--- config.mk ---
export PLATFORM = sky130hd
export DESIGN_NAME = cpu_action_scheduler
export DESIGN_NICKNAME = d
export VERILOG_FILES = /design/src/rtl/cpu_action_scheduler.sv
export SDC_FILE = /design/constraint.sdc
export NUM_CORES = 1
export LEC_CHECK = 0
export BUFFER_PORTS_ARGS = -buffer_cell sky130_fd_sc_hd__buf_4
export CORE_MARGIN = 2
export CORE_UTILIZATION = 45
export DETAILED_ROUTE_END_ITERATION = 10
export PLACE_DENSITY = 0.75
export SKIP_CTS_REPAIR_TIMING = 1
export SYNTH_ARGS = -nofsm -noshare
export SYNTH_HDL_FRONTEND = slang
export SYNTH_SLANG_ARGS = --single-unit
--- constraint.sdc ---
create_clock -name clk -period 4.07 [get_ports clk]
set_clock_uncertainty 0.2 [all_clocks]
set_input_delay 0.814 -clock clk [delete_from_list [all_inputs] [get_ports clk]]
set_output_delay 0.814 -clock clk [all_outputs]
set_load 0.02 [all_outputs]
--- src/rtl/cpu_action_scheduler.sv ---
// ---------------------------------------------------------------------------
// cpu_action_scheduler
//
// Turns the 5-bit LFSR stream into timed move commands for the CPU fighter.
// After a randomised cooldown (counted in video frames) it picks an action,
// biased by whether the human player is in range, and offers it to the
// fighter FSM over a valid/ack handshake. An offer that is not accepted
// within TIMEOUT frames is dropped and counted.
//
// Parameters:
//   COOLDOWN_MIN  minimum frames between offers (1..24)
//   TIMEOUT       frames an offer stays valid without ack (1..255)
//
// Ports:
//   clk           system clock
//   rst_n         asynchronous active-low reset
//   enable        game running; low forces IDLE
//   frame_tick    one-cycle strobe per video frame
//   random5bit    random value from the LFSR
//   near          player within attack range
//   action_ack    fighter FSM accepts the current offer
//   action        offered action code (registered)
//   action_valid  offer pending (registered)
//   busy          scheduler is not idle (registered)
//   drop_cnt      saturating count of timed-out offers (registered)
// ---------------------------------------------------------------------------
module cpu_action_scheduler #(
   parameter int COOLDOWN_MIN = 4,
   parameter int TIMEOUT      = 30
) (
   input  logic       clk,
   input  logic       rst_n,
   input  logic       enable,
   input  logic       frame_tick,
   input  logic [4:0] random5bit,
   input  logic       near,
   input  logic       action_ack,
   output logic [2:0] action,
   output logic       action_valid,
   output logic       busy,
   output logic [7:0] drop_cnt
);

   localparam logic [2:0] ACT_STAND       = 3'd0;
   localparam logic [2:0] ACT_WALK_TOWARD = 3'd1;
   localparam logic [2:0] ACT_WALK_AWAY   = 3'd2;
   localparam logic [2:0] ACT_PUNCH       = 3'd3;
   localparam logic [2:0] ACT_KICK        = 3'd4;
   localparam logic [2:0] ACT_BLOCK       = 3'd5;
   localparam logic [2:0] ACT_JUMP        = 3'd6;

   localparam logic [7:0] TIMEOUT_LAST = 8'(TIMEOUT - 1);

   typedef enum logic [1:0] {
      S_IDLE,
      S_WAIT,
      S_PICK,
      S_OFFER
   } state_t;

   state_t     state;
   logic [4:0] wait_cnt;
   logic [7:0] timeout_cnt;
   logic [2:0] last_action;

   logic [2:0] candidate;
   logic [2:0] picked;
   logic [4:0] reload_val;

   // Cooldown length for the next wait: the fixed minimum plus a random
   // 0..7 frames taken from the upper LFSR bits. Worst case 24+7 fits 5 bits.
   always_comb begin
      reload_val = 5'(COOLDOWN_MIN) + {2'b00, random5bit[4:2]};
   end

   // Action choice from the low LFSR bits. In range the fighter mostly
   // attacks or defends; out of range it mostly closes the distance.
   always_comb begin
      candidate = ACT_STAND;
      if (near) begin
         case (random5bit[1:0])
            2'd0:    candidate = ACT_PUNCH;
            2'd1:    candidate = ACT_KICK;
            2'd2:    candidate = ACT_BLOCK;
            default: candidate = ACT_WALK_AWAY;
         endcase
      end else begin
         case (random5bit[1:0])
            2'd0,
            2'd1:    candidate = ACT_WALK_TOWARD;
            2'd2:    candidate = ACT_STAND;
            default: candidate = ACT_JUMP;
         endcase
      end
   end

   // Avoid spamming the same strike twice in a row: a repeated PUNCH or
   // KICK (relative to the last accepted action) becomes a BLOCK instead.
   always_comb begin
      picked = candidate;
      if ((candidate == ACT_PUNCH || candidate == ACT_KICK) &&
          candidate == last_action) begin
         picked = ACT_BLOCK;
      end
   end

   // Main scheduler FSM. Every output is a flop updated here so nothing
   // combinational reaches the ports. Dropping enable overrides whatever
   // the FSM was doing, but the drop statistics survive it. In OFFER an
   // ack takes priority over a coincident final timeout tick.
   always_ff @(posedge clk or negedge rst_n) begin
      if (!rst_n) begin
         state        <= S_IDLE;
         action       <= ACT_STAND;
         action_valid <= 1'b0;
         busy         <= 1'b0;
         drop_cnt     <= 8'd0;
         last_action  <= ACT_STAND;
         wait_cnt     <= 5'd0;
         timeout_cnt  <= 8'd0;
      end else if (!enable) begin
         state        <= S_IDLE;
         busy         <= 1'b0;
         action_valid <= 1'b0;
         action       <= ACT_STAND;
         last_action  <= ACT_STAND;
      end else begin
         case (state)
            S_IDLE: begin
               state    <= S_WAIT;
               busy     <= 1'b1;
               wait_cnt <= reload_val;
            end
            S_WAIT: begin
               if (frame_tick) begin
                  wait_cnt <= wait_cnt - 5'd1;
                  if (wait_cnt == 5'd1) begin
                     state <= S_PICK;
                  end
               end
            end
            S_PICK: begin
               action       <= picked;
               action_valid <= 1'b1;
               timeout_cnt  <= 8'd0;
               state        <= S_OFFER;
            end
            S_OFFER: begin
               if (action_ack) begin
                  last_action  <= action;
                  action_valid <= 1'b0;
                  wait_cnt     <= reload_val;
                  state        <= S_WAIT;
               end else if (frame_tick) begin
                  if (timeout_cnt == TIMEOUT_LAST) begin
                     action_valid <= 1'b0;
                     if (drop_cnt != 8'hFF) begin
                        drop_cnt <= drop_cnt + 8'd1;
                     end
                     wait_cnt <= reload_val;
                     state    <= S_WAIT;
                  end else begin
                     timeout_cnt <= timeout_cnt + 8'd1;
                  end
               end
            end
            default: begin
               state <= S_IDLE;
               busy  <= 1'b0;
            end
         endcase
      end
   end

endmodule

==> results.toml <==
[status]
outcome = "finished clean"

[routing]
dr_total_vias = 1488
first_iter_violations = 115
wl_um = 3555
drtPass1Iterations = 4
drc = 0
ant_nets = 0
drt-vias-per-instance = 5.636
wire_per_inst_um = 13.47

[floorplanning]
start_util_pct = 46.35
chipHeight_um = 67.96
die_area_um2 = 4618
num_rows = 23
core_area_um2 = 3971
io_pins = 24
die_w_um = 67.96

[setup_path]
r2r_slack_ns = 1.67
worstSetupPathType = "flop to flop"
endpoint_kind = "flop"
critical_path.startpoint_type = "flop"
worst_ep_arrival_time_ns = 2.36
critPathMaxFanout = 15
required_ns = 4.03

[timing]
hold_violations = 0
max_freq_mhz = 416.6
rsz0062_at_grt = "no"
slew_violations = 0
fin_ws_ns = 1.670
fin_crit_ns = 2.400
worst_pin_slew_ns = 1.037
slew_headroom_pct = 30.11
setup_tns_ns = 0
fin_crit_sh_pct = 58.97
setup_viol = 0

[clock_tree]
cts_tree = "built"
clock_latency_ns = 0.29
cts_buffers = 5
htreeDepth = 2
numClockSinks = 31
clockBufferDepth = 2
ctsRootBufferMaster = "clkbuf_8"
path_clk_slew_ns = 0.07

[finish]
drive_above_1_share_pct = 17.29
n_antenna_cell = 0
final_nets = 235
layout.cells.non_filler = 264
area_growth_syn_to_layout_pct = 16.45

[synthesis]
synth_seq_cells = 31
yosysWarnings = 0
synth_compound_area_share_pct = 15.91
yosysTopAreaCell = "dfrtp_1"
muxShareOfSynthArea_pct = 3.399
yosysSeqAreaShare_pct = 42.15
synth_top_family_by_area = "simple AND/OR/NAND/NOR gates"
synthTopCellsByCount = "31 x dfrtp_1, 17 x nand2_1, 11 x a21oi_1, 11 x ha_1, 11 x nand3_1"
synth_edf_count = 0
syn_area_per_cell_um2 = 9.738
synth_cell_type_count = 45
synth_ff_type = "dfrtp_1"
synthAdderAreaFrac_pct = 7.478
yosysMostFrequentCell = "dfrtp_1"
synthSimpleGateAreaFrac_pct = 25.08
syn_nets = 211
syn_area_um2 = 1841
synthXorXnorAreaFrac_pct = 2.379
synth_cells = 189
synth_top_area_share_pct = 42.15
async_flop_share_pct = 100.0
synth_area_leaders = "dfrtp_1 42%, ha_1 7.5%, nand2_1 3.5%"

[placed_design]
placedCellCount = 256
place_hpwl_um = 2528
port_buffers = 23
place_congestion = 0.7952
place_ws_ns = 1.539

[pwr]
switching_power_uw = 330.7
ir_drop_uv = 227.5
leakagePower_uw = 0.0009395
internal_power_uw = 642.0
combPwrFrac_pct = 30.1
p_seq_share_pct = 42.8
sw_frac_of_total_pct = 34.00
clockPowerShare_pct = 27.0
power-per-cell-area_nw_per_um2 = 453.8

[hold_path]
hold_class = "input pin to asynchronous set/reset pin"

[global_route]
grt_overflow = 0
met1_usage_pct = 21.08
grt_max_degree = 32
grtUsageMet3_pct = 5.428
top_usage_layer = "met2"
grt_use_met2_pct = 29.73
antenna_found_initial = 0
first_global_vias = 1379
track_usage_pct = 17.77
grt_pass1_wl_um = 6037

[flow_run]
drv_cap = 0
-- worst max-delay path, stage by stage, from the launching register on --
cell,delay (ns)
dfrtp_1,0.41
inv_1,0.08
ha_1,0.13
nand4b_1,0.21
o41ai_2,0.88
nor4_1,0.19
mux2i_1,0.17
-- worst paths after layout --
path | startpoint | endpoint | cells past startpoint
setup / recovery | timeout_cnt[1]$_DFFE_PN0P_ | timeout_cnt[7]$_DFFE_PN0P_ | 6
hold / removal | rst_n | wait_cnt[3]$_DFFE_PN0P_ | 1
setup reg to reg | timeout_cnt[1]$_DFFE_PN0P_ | timeout_cnt[7]$_DFFE_PN0P_ | 6
hold reg to reg | busy$_DFFE_PN0P_ | busy$_DFFE_PN0P_ | 2
max in group asynchronous | rst_n | last_action[1]$_DFFE_PN0P_ | 1
min in group clk | busy$_DFFE_PN0P_ | busy$_DFFE_PN0P_ | 2
-- registers in the layout, indices dropped and copies added, names as in the netlist --
name,cells
last_action,3
wait_cnt,5
action_valid,1
state,2
timeout_cnt,8
busy,1
drop_cnt,8
action,3
-- through the flow --
| stage | instance area [µm²] | hold slack (ns) | power (µW) | util, % |
|---|---|---|---|---|
| final | 2143 | 0.2531 | 972.7 | 53.97 |
| after floorplan | 1841 | 0.3035 | 624.5 | - |
| after CTS | 2143 | 0.2621 | 985.4 | 53.97 |
| after global placement | 2043 | 0.2855 | 708.1 | 51.45 |
| after global routing | 2143 | 0.2781 | 1048 | 53.97 |
| after detailed placement | 2043 | 0.2956 | 714.5 | 51.45 |
-- routing by layer --
layer  wire length, µm  part of all wire, %
met1              1689                   48
met2              1660                   47
met3               144                  4.1
met4                60                  1.7
met5                 0                    0
-- area by class of cell --
| cell class | instances | area, µm² |
|---|---|---|
| timing repair buffer | 23 | 172.7 |
| sequential | 31 | 775.7 |
| tap | 50 | 62.56 |
| inverter | 9 | 33.78 |
| clock buffer | 8 | 100.1 |
| multi-input combinational | 143 | 998.5 |
| fill | 377 | 1828 |
-- cell usage in the layout (no fill, tap or decap), types with 3 or more instances in the layout --
cell      synthesis  layout
a21boi_0          5       5
a21oi_1          11      11
a31oi_1           3       3
buf_4             0      23
clkbuf_8          0       7
dfrtp_1          31      31
ha_1             11      11
inv_1             9       9
mux2i_1           4       4
nand2_1          17      17
nand2b_1          9       9
nand3_1          11      11
nand3b_1          6       6
nor2_1            7       7
nor3_1            4       4
o21ai_0           9       9
o31ai_1           4       4
or4_1             4       4
xor2_1            5       5
-- kinds of logic after synthesis --
group                      after synthesis
buffers and inverters                   15
adders and majority gates               11
muxes                                    6
xor gates and xnor gates                 5
and+or+nand+nor                         77
DFF                                     31
AOI/OAI and AO/OA                       44
-- power groups by stage --
stage | logic (µW) | registers, µW | clock network (µW)
final | 293 | 416 | 263
after global routing | 335 | 424 | 289
after floorplan | 199 | 425 | 0
after CTS | 294 | 415 | 276
after detailed placement | 294 | 421 | 0
after global placement | 288 | 420 | 0
Note: power is estimated with default switching activity, not from simulation.
